===== src/rtl/frogger_input_pkg.sv =====
// Shared types and key codes for the Frogger keyboard input path.
// Direction encoding doubles as the move-queue payload.
package frogger_input_pkg;

    typedef enum logic [1:0] {DIR_UP, DIR_DOWN, DIR_LEFT, DIR_RIGHT} dir_t;
    typedef enum logic [1:0] {IDLE, DELAY, REPEAT} rep_state_t;

    localparam logic [7:0] KEY_W_CODE = 8'h1A;
    localparam logic [7:0] KEY_S_CODE = 8'h16;
    localparam logic [7:0] KEY_A_CODE = 8'h04;
    localparam logic [7:0] KEY_D_CODE = 8'h07;

    // Fixed priority: up > down > left > right.
    function automatic dir_t prio_dir(input logic [3:0] req);
        if (req[0])      prio_dir = DIR_UP;
        else if (req[1]) prio_dir = DIR_DOWN;
        else if (req[2]) prio_dir = DIR_LEFT;
        else             prio_dir = DIR_RIGHT;
    endfunction

endpackage


===== src/rtl/key_rep_fsm.sv =====
// Per-direction hold auto-repeat: counts frame ticks after a press and pulses o_rep.
// o_rep is combinational on the tick cycle; no backpressure (events merge downstream).
module key_rep_fsm
    import frogger_input_pkg::*;
#(
    parameter int REPEAT_DELAY  = 20,
    parameter int REPEAT_PERIOD = 8,
    parameter int CNT_W         = 8
) (
    input  logic Clk,
    input  logic Reset,
    input  logic i_held,
    input  logic i_rise,
    input  logic i_tick,
    output logic o_rep
);

    localparam logic [CNT_W-1:0] DLY_LAST = CNT_W'(REPEAT_DELAY - 1);
    localparam logic [CNT_W-1:0] PER_LAST = CNT_W'(REPEAT_PERIOD - 1);

    rep_state_t       r_state;
    rep_state_t       w_state_nxt;
    logic [CNT_W-1:0] r_cnt;
    logic [CNT_W-1:0] w_cnt_nxt;

    always_ff @(posedge Clk or posedge Reset) begin
        if (Reset) begin
            r_state <= IDLE;
            r_cnt   <= '0;
        end else begin
            r_state <= w_state_nxt;
            r_cnt   <= w_cnt_nxt;
        end
    end

    always_comb begin
        w_state_nxt = r_state;
        w_cnt_nxt   = r_cnt;
        o_rep       = 1'b0;
        // Release wins over a same-cycle tick.
        if (!i_held) begin
            w_state_nxt = IDLE;
            w_cnt_nxt   = '0;
        end else begin
            case (r_state)
                IDLE: begin
                    if (i_rise) begin
                        w_state_nxt = DELAY;
                        w_cnt_nxt   = '0;
                    end
                end
                DELAY: begin
                    if (i_tick) begin
                        if (r_cnt == DLY_LAST) begin
                            // With a zero period the key parks here until release.
                            if (REPEAT_PERIOD != 0) begin
                                o_rep       = 1'b1;
                                w_state_nxt = REPEAT;
                                w_cnt_nxt   = '0;
                            end
                        end else begin
                            w_cnt_nxt = r_cnt + CNT_W'(1);
                        end
                    end
                end
                REPEAT: begin
                    if (i_tick) begin
                        if (r_cnt == PER_LAST) begin
                            o_rep     = 1'b1;
                            w_cnt_nxt = '0;
                        end else begin
                            w_cnt_nxt = r_cnt + CNT_W'(1);
                        end
                    end
                end
                default: begin
                    w_state_nxt = IDLE;
                    w_cnt_nxt   = '0;
                end
            endcase
        end
    end

endmodule


===== src/rtl/move_fifo.sv =====
// Synchronous FIFO with flush; no bypass, so a push is visible one edge later.
// Push is accepted when not full, or when full with a same-cycle pop; flush overrides push/pop.
module move_fifo #(
    parameter int WIDTH = 2,
    parameter int DEPTH = 4
) (
    input  logic             Clk,
    input  logic             Reset,
    input  logic             i_flush,
    input  logic             i_push,
    input  logic [WIDTH-1:0] i_push_dat,
    output logic             o_full,
    input  logic             i_pop,
    output logic             o_empty,
    output logic [WIDTH-1:0] o_head_dat
);

    localparam int AW = $clog2(DEPTH);

    logic [WIDTH-1:0] r_mem [DEPTH];
    logic [AW-1:0]    r_wr_ptr;
    logic [AW-1:0]    r_rd_ptr;
    logic [AW:0]      r_count;
    logic             w_do_push;
    logic             w_do_pop;

    assign o_full     = (r_count == (AW+1)'(DEPTH));
    assign o_empty    = (r_count == '0);
    assign o_head_dat = r_mem[r_rd_ptr];
    assign w_do_pop   = i_pop & ~o_empty;
    assign w_do_push  = i_push & (~o_full | w_do_pop);

    always_ff @(posedge Clk or posedge Reset) begin
        if (Reset) begin
            r_wr_ptr <= '0;
            r_rd_ptr <= '0;
            r_count  <= '0;
        end else if (i_flush) begin
            r_wr_ptr <= '0;
            r_rd_ptr <= '0;
            r_count  <= '0;
        end else begin
            if (w_do_push) r_wr_ptr <= r_wr_ptr + AW'(1);
            if (w_do_pop)  r_rd_ptr <= r_rd_ptr + AW'(1);
            r_count <= r_count + {{AW{1'b0}}, w_do_push} - {{AW{1'b0}}, w_do_pop};
        end
    end

    always_ff @(posedge Clk) begin
        if (w_do_push && !i_flush) r_mem[r_wr_ptr] <= i_push_dat;
    end

endmodule


===== src/rtl/key_move_ctrl.sv =====
// Keycode word -> queued move commands: match, press edge, auto-repeat, priority arbiter, move FIFO.
// Press reaches move_valid three edges after the keycode change; a full queue parks events in pending.
module key_move_ctrl
    import frogger_input_pkg::*;
#(
    parameter int         SLOTS         = 2,
    parameter logic [7:0] KEY_UP        = KEY_W_CODE,
    parameter logic [7:0] KEY_DOWN      = KEY_S_CODE,
    parameter logic [7:0] KEY_LEFT      = KEY_A_CODE,
    parameter logic [7:0] KEY_RIGHT     = KEY_D_CODE,
    parameter int         REPEAT_DELAY  = 20,
    parameter int         REPEAT_PERIOD = 8,
    parameter int         FIFO_DEPTH    = 4,
    parameter int         CNT_W         = 8
) (
    input  logic               Clk,
    input  logic               Reset,
    input  logic [8*SLOTS-1:0] keycode,
    input  logic               frame_tick,
    input  logic               clear,
    output logic [3:0]         held,
    output logic               move_valid,
    output logic [1:0]         move_dir,
    input  logic               move_ready,
    output logic [3:0]         last_dir,
    output logic               overflow
);

    logic [3:0] r_held;
    logic [3:0] r_held_d;
    logic [3:0] r_pending;
    logic       r_overflow;
    logic [3:0] r_last_dir;

    logic [7:0] w_slot;
    logic [3:0] w_hit;
    logic [3:0] w_rise;
    logic [3:0] w_rep;
    logic [3:0] w_event;
    logic       w_pop;
    logic       w_full;
    logic       w_empty;
    logic       w_grant_vld;
    dir_t       w_grant_dir;
    logic [3:0] w_grant_mask;
    logic [1:0] w_head;

    // An empty slot (8'h00) never matches, whatever the key parameters are.
    always_comb begin
        w_hit  = 4'b0000;
        w_slot = 8'h00;
        for (int s = 0; s < SLOTS; s++) begin
            w_slot = keycode[8*s +: 8];
            if (w_slot != 8'h00) begin
                if (w_slot == KEY_UP)    w_hit[0] = 1'b1;
                if (w_slot == KEY_DOWN)  w_hit[1] = 1'b1;
                if (w_slot == KEY_LEFT)  w_hit[2] = 1'b1;
                if (w_slot == KEY_RIGHT) w_hit[3] = 1'b1;
            end
        end
    end

    assign w_rise  = r_held & ~r_held_d;
    assign w_event = w_rise | w_rep;

    for (genvar d = 0; d < 4; d++) begin : g_dir
        key_rep_fsm #(
            .REPEAT_DELAY (REPEAT_DELAY),
            .REPEAT_PERIOD(REPEAT_PERIOD),
            .CNT_W        (CNT_W)
        ) u_rep_fsm (
            .Clk   (Clk),
            .Reset (Reset),
            .i_held(r_held[d]),
            .i_rise(w_rise[d]),
            .i_tick(frame_tick),
            .o_rep (w_rep[d])
        );
    end

    assign w_pop        = move_valid & move_ready;
    assign w_grant_vld  = ~clear & (|r_pending) & (~w_full | w_pop);
    assign w_grant_dir  = prio_dir(r_pending);
    assign w_grant_mask = w_grant_vld ? (4'b0001 << w_grant_dir) : 4'b0000;

    always_ff @(posedge Clk or posedge Reset) begin
        if (Reset) begin
            r_held     <= '0;
            r_held_d   <= '0;
            r_pending  <= '0;
            r_overflow <= 1'b0;
            r_last_dir <= '0;
        end else begin
            r_held   <= w_hit;
            r_held_d <= r_held;
            if (clear) begin
                r_pending  <= '0;
                r_overflow <= 1'b0;
            end else begin
                // A new event on the bit being granted this edge is not a merge.
                r_pending <= (r_pending & ~w_grant_mask) | w_event;
                if (|(r_pending & ~w_grant_mask & w_event)) r_overflow <= 1'b1;
                if (w_grant_vld) r_last_dir <= w_grant_mask;
            end
        end
    end

    move_fifo #(
        .WIDTH(2),
        .DEPTH(FIFO_DEPTH)
    ) u_move_fifo (
        .Clk       (Clk),
        .Reset     (Reset),
        .i_flush   (clear),
        .i_push    (w_grant_vld),
        .i_push_dat(w_grant_dir),
        .o_full    (w_full),
        .i_pop     (w_pop),
        .o_empty   (w_empty),
        .o_head_dat(w_head)
    );

    assign held       = r_held;
    assign move_valid = ~w_empty;
    assign move_dir   = move_valid ? w_head : 2'b00;
    assign last_dir   = r_last_dir;
    assign overflow   = r_overflow;

endmodule


===== config.mk =====
export PLATFORM = sky130hd
export DESIGN_NAME = key_move_ctrl
export DESIGN_NICKNAME = d
export VERILOG_FILES = /design/src/rtl/frogger_input_pkg.sv /design/src/rtl/key_rep_fsm.sv /design/src/rtl/move_fifo.sv /design/src/rtl/key_move_ctrl.sv
export SDC_FILE = /design/constraint.sdc
export NUM_CORES = 1
export LEC_CHECK = 0
export ABC_CLOCK_PERIOD_IN_PS = 5800
export BUFFER_PORTS_ARGS = -buffer_cell sky130_fd_sc_hd__buf_2
export CAP_MARGIN = 25
export CORE_ASPECT_RATIO = 1.75
export CORE_MARGIN = 10
export CORE_UTILIZATION = 51
export CTS_CLUSTER_DIAMETER = 100
export DETAILED_ROUTE_END_ITERATION = 16
export HOLD_SLACK_MARGIN = 0.15
export PLACE_DENSITY = 0.76
export RECOVER_POWER = 25
export SLEW_MARGIN = 15
export SYNTH_ARGS = -nofsm -noshare
export SYNTH_HDL_FRONTEND = slang
export SYNTH_SLANG_ARGS = --single-unit

===== constraint.sdc =====
create_clock -name Clk -period 5.8 [get_ports Clk]
set_input_delay 0.58 -clock Clk [delete_from_list [all_inputs] [get_ports Clk]]
set_output_delay 0.58 -clock Clk [all_outputs]
set_load 0.005 [all_outputs]

After elaboration in Yosys (flattened, before gate mapping)
Memory sizes are Yosys's and may differ from the RTL's.
Index checks and enable logic that the tools add are counted.
- flip-flop bits (word level): 64
- latch bits: 0
- RAM bits: 8
- ROM bits: 0
- word-level logic and storage cells: 208
- memories: 1
- $add $sub $neg: 8
- multiply operators: 0
- div/mod/pow operators: 0
- order comparisons: 0
- equal/unequal tests: 45
- shift operators: 1
- multiplexer cells: 97
- bitwise logic cells: 17
- reduce and logical (&&, ||, !) cells: 23
- memory list (name ; depth ; bits a word ; read ports ; clocked after memory_dff ; write ports ; RTL line ; text):
    u_move_fifo.r_mem ; 4 ; 2 ; 1 ; 0 ; 1 ; move_fifo.sv:20 ; logic [WIDTH-1:0] r_mem [DEPTH];
- operators by type and width (cell ; count):
    $mux 8 ; 24
    $pmux 8 s3 ; 4
    $eq 8x3->1 const B ; 8
    $eq 8x5->1 const B ; 8
    $mux 2 ; 23
    $ne 3x3->1 const B ; 12
    $mux 1 ; 33
    $add 8x1->8 const B ; 4
    $pmux 2 s3 ; 4
    $mux 4 ; 4
    $reduce_and 4->1 ; 4
    $reduce_bool 8->1 ; 2
    $and 4x4->4 ; 3
    $ne 3x2->1 const B ; 4
    $reduce_and 3->1 ; 4
    $eq 2x1->1 const B ; 4
    $eq 2x2->1 const B ; 4
    $logic_not 2->1 ; 4
    $ne 2x2->1 const B ; 4
    $not 4->4 ; 2
    $or 4x4->4 ; 2
    $pmux 1 s2 ; 4
    $reduce_or 4->1 ; 2
    $reduce_bool 2->1 ; 3
    13 further kinds ; 21

Depth between registers and ports, before layout
- depth after elaboration: 12
- mapped depth: 9
- depth with buffers taken out: 9

Hierarchy
A second synthesis with hierarchy kept.
- cell total of the unflattened synthesis: 503
- area, all modules: 4692.0 µm²
- modules (own cells, without submodules) (module ; instances ; cells an instance ; area each (µm²)):
    key_rep_fsm ; 4 ; 90 ; 768.2
    key_move_ctrl ; 1 ; 87 ; 845.8
    move_fifo ; 1 ; 56 ; 773.2

Least setup slack after synthesis
Ideal clock, no wire load.
- path kind: register to register
- start point: register u_move_fifo.r_count[1]
- end point: register u_move_fifo.r_count[2]
- setup time: 0.132 ns
- data arrival time: 2.098 ns
- data required time: 5.668 ns
- path slack: 3.571 ns
- cell stages (with the launch flop): 10
- buffers on the path: 0
- cells stage by stage: dfrtp_1 -> or3_1 -> and2_1 -> ha_1 -> inv_1 -> ha_1 -> inv_1 -> fa_1 -> xnor2_1 -> nor2_1
- word-level cells in the longest chain between the ends: 9
- elaborated cells between the ends (all ways): 13
- classes of those cells: 2 x add/sub; 1 x eq/ne; 1 x mux; 8 x bitwise; 1 x reduce/logical
- ends and longest elaborated chain (what ; RTL line ; text):
    start, declared ; move_fifo.sv:23 ; logic [AW:0] r_count;
    start signal, assigned ; move_fifo.sv:45 ; r_count <= r_count + {{AW{1'b0}}, w_do_push} - {{AW{1'b0}}, w_do_pop};
    $logic_not 3->1 (*) ; move_fifo.sv:28 ; assign o_empty = (r_count == '0);
    $not 1->1 (*) ; key_move_ctrl.sv:124 ; assign move_valid = ~w_empty;
    net move_valid ; key_move_ctrl.sv:22 ; output logic move_valid,
    $and 1x1->1 ; key_move_ctrl.sv:81 ; assign w_pop = move_valid & move_ready;
    $or 1x1->1 / $and 1x1->1 (equally long branches) ; key_move_ctrl.sv:82, move_fifo.sv:30 ;
    $and 1x1->1 / $or 1x1->1 (equally long branches) ; key_move_ctrl.sv:82, move_fifo.sv:31 ;
    $and 1x1->1 ; move_fifo.sv:31 ; assign w_do_push = i_push & (~o_full | w_do_pop);
    $add 3x1->3 ; move_fifo.sv:45 ;
    $sub 3x1->3 (*) ; move_fifo.sv:45 ;
    $mux 3 (*) ; move_fifo.sv:38 ; end else if (i_flush) begin
Mark *: on every way through the listed nets, which the timed path passes. The rest lies on a longest branch.
A chain may end at the register's enable or synchronous reset.

Worst setup path after layout
- start point: register u_move_fifo.r_count[1]
- end point: register u_move_fifo.r_count[2]
- word-level cells in the longest chain between the ends: 9
- elaborated cells between the ends (all ways): 13
- classes of those cells: 2 x add/sub; 1 x eq/ne; 1 x mux; 8 x bitwise; 1 x reduce/logical
- ends and longest elaborated chain (what ; RTL line):
    $logic_not 3->1 ; move_fifo.sv:28
    $not 1->1 ; move_fifo.sv:30, key_move_ctrl.sv:124
    $and 1x1->1 ; key_move_ctrl.sv:81
    $or 1x1->1 / $and 1x1->1 (equally long branches) ; key_move_ctrl.sv:82, move_fifo.sv:30
    $and 1x1->1 / $or 1x1->1 (equally long branches) ; key_move_ctrl.sv:82, move_fifo.sv:31
    $and 1x1->1 ; move_fifo.sv:31
    $add 3x1->3 ; move_fifo.sv:45
    $sub 3x1->3 (*) ; move_fifo.sv:45
    $mux 3 (*) ; move_fifo.sv:38
Every way passes the cells marked *; elsewhere a longest branch is shown, timed or not.

==> metrics.cfg <==
[drt]
routedWlPerCell_um=15.75
vias=3295
ant_nets=0
first_iter_violations=150
drt-total-wl_mm=8.884
drcViolationCount=0
drt-pass1-iter-count=4
viasPerCell=5.842

[worst_setup_path]
reg2regPathDepth=9
crit_arrival_ps=2580
crit_fanout=4
r2r_start=u_move_fifo.r_count[1]$_DFF_PP0_
r2r_end=u_move_fifo.r_count[2]$_DFF_PP0_
worstPathRequired_ps=6010
cp-endpoint=u_move_fifo.r_count[2]$_DFF_PP0_
critical_path_class=reg -> reg
cp_slowest_stage_delay_ps=420
crit_start=u_move_fifo.r_count[1]$_DFF_PP0_
crit_path_cell_trace=or3_1, and2_1, ha_1, inv_1, ha_1, inv_1, fa_1, xnor2_1, nor2_1
cp_slowest_cell=dfrtp_1
cp-start-kind=register
end_kind=register
reg2reg_slack_ps=3430

[placement]
hpwl_mm=6.541
port_buffers=32
gp_congestion=0.8330

[pwr]
p_switching_mw=0.3010
p_per_area_mw_per_mm2=261.4
clkPwrFrac_pct=45.1
power_frac_comb_pct=11.1
ir_drop_mv=0.1676
seqPwrFrac_pct=43.8
sw_frac_of_total_pct=24.00
p_leak_nw=2.050
p_int_mw=0.9531

[synthesis]
postSynthNetCount=483
post-synth-top-count-cell=dfrtp_1
synth_warnings=0
synth_area_per_cell_sq_um=9.823
synth-edff-count=8
synth_top_area_share_pct=37.48
ys_async_sr_fraction_pct=88.89
synth_ff_type=dfrtp_1
syn_inst=435
synth_top_cell_by_area=dfrtp_1
synth_cell_types=70
yosysSeqAreaShare_pct=43.10
synth_area_leaders=dfrtp_1 (37%), ha_1 (7.6%), edfxtp_1 (5.6%), nand2_1 (4.5%), nor2_1 (3.2%)
netlist_area_sq_mm=0.004273
synth_seq_cells=72
synthTopCellsByCount=dfrtp_1 (64), nand2_1 (51), nor2_1 (36), ha_1 (26), inv_1 (25)

[timing]
fmax_mhz=422.2
hold_violations=0
rsz0062_at_grt=no
hold_ws_ps=448.9
slew_headroom_pct=44.88
fin_worst_skew_ps=4.449
period_share_pct=40.83
tightestPinTransition_ps=825.0
tns_ps=0
setup_violations=0
fin_crit_ps=2368
slew_violations=0

[clock_tree]
cts_setup_buffers=0
htree_levels=3
clock_sinks=72
numCtsBuffers=9
cts_tree=yes
cts_hold_buf=0
cts_resized=0
insertion_delay_ps=340
root_buffer=clkbuf_16
clk_path_buf_depth=2
clk_pin_slew_ps=60

[die]
die_x_um=89.19
start_util_pct=51.74
die_height_um=141.1
rows=44
num_io_pins=33
core_sq_mm=0.008258
fp.dieArea_sq_mm=0.01258

[cells_and_area]
drive_above_1_share_pct=15.25
fill_cells=704
diodes=0
num-nets-final=515
area_growth_syn_to_layout_pct=12.30
utilization_pct=58.11

[global_routing]
antenna_found_initial=0
track_usage_pct=15.03
grt_pass1_vias=3367
grt_max_degree=65
grt_pass1_wl_mm=15.13
overflow=0

[min_path]
hold_path.class=in -> reg
min_from=keycode[0]

[run_status]
outcome=completed

[job]
cap_viol_max_count=0

[critical path, delay by kind of cell, from the launching register on]
family        cells  cell delay, ps
fa+ha+maj         3             850
simple gates      3             700
flops             1             420
xor+xnor          1             180
buf+inv           2             110
[kinds of logic (layout without fill, tap and decap cells)]
family                     Yosys count  after routing  synth area share [%]
muxes                               11             11                 3.221
buffers and inverters               39             76                 4.012
xor gates and xnor gates            13             13                 2.665
DFF                                 72             72                 43.10
and+or+nand+nor                    185            185                 23.40
AOI/OAI and AO/OA                   88             88                 15.52
adders and majority gates           27             27                 8.082
[stage by stage]
step / power [mW] / setup slack, ps / cell area [sq um] / cells
after global placement: 0.6881 / 3418 / 4482 / 547
after floorplan: 0.6408 / 3571 / 4273 / 435
after CTS: 1.270 / 3409 / 4791 / 563
after detailed placement: 0.6981 / 3362 / 4482 / 547
after global routing: 1.303 / 3294 / 4798 / 564
final: 1.254 / 3432 / 4798 / 564
[cell type report]
class	instances	area [sq um]	share of cell area [%]
multi-input combinational	324	2260	47.09
sequential	72	1842	38.38
clock buffer	11	254.0	5.293
timing repair buffer	34	175.2	3.651
tap	92	115.1	2.399
inverter	26	97.59	2.034
clock inverter	5	55.05	1.147
[registers in the layout (all words and copies together), names as in the netlist]
signal,flops
u_move_fifo.r_rd_ptr,2
g_dir.u_rep_fsm.r_cnt,32
u_move_fifo.r_count,3
overflow,1
r_held_d,4
g_dir.u_rep_fsm.r_state,8
u_move_fifo.r_wr_ptr,2
u_move_fifo.r_mem,8
last_dir,4
r_pending,4
held,4
[how the worst min path moves through the flow]
stage,to,cells after the start
floorplan,r_held_d[1]$_DFF_PP0_,0
global placement,last_dir[0]$_DFFE_PP0P_,2
detailed placement,last_dir[0]$_DFFE_PP0P_,2
CTS,held[2]$_DFF_PP0_,2
global route,held[2]$_DFF_PP0_,2
finish,held[2]$_DFF_PP0_,2
[layout by cell type, fill, tap and decap left out, types with 4 or more instances in the layout]
master,instances
nand3_1,14
xor2_1,6
and3_1,5
o31ai_1,6
o211ai_1,4
nand2_1,51
nor4bb_1,4
o21ai_1,4
and2_1,11
a21oi_1,11
edfxtp_1,8
a22o_1,4
nor2b_1,9
a21boi_1,4
o21ai_0,17
o21a_1,4
clkbuf_16,10
xnor2_1,7
mux2i_1,7
or3_1,8
nor2_1,36
inv_1,25
dfrtp_1,64
nor3_1,8
buf_2,32
nand4_1,5
nand2b_1,8
ha_1,26
[power groups by stage]
stage,combinational [mW],sequential (mW),clock [mW]
2_1_floorplan,0.0886,0.552,0
3_3_place_gp,0.131,0.557,0
3_5_place_dp,0.139,0.559,0
4_1_cts,0.142,0.550,0.577
5_1_grt,0.157,0.552,0.595
6_report,0.139,0.550,0.566
[per-layer routing]
layer / wire [um] / share of wire [%] / vias to the layer above / global-route usage, %
met2: 4786 / 54 / 66 / 26.78
met3: 395 / 4.4 / 18 / 4.039
met1: 3501 / 39 / 1601 / 15.66
met5: 0 / 0 / - / 0
met4: 200 / 2.3 / 0 / 6.650
li1: - / - / 1610 / -
Power figures use the tool's default switching activity.
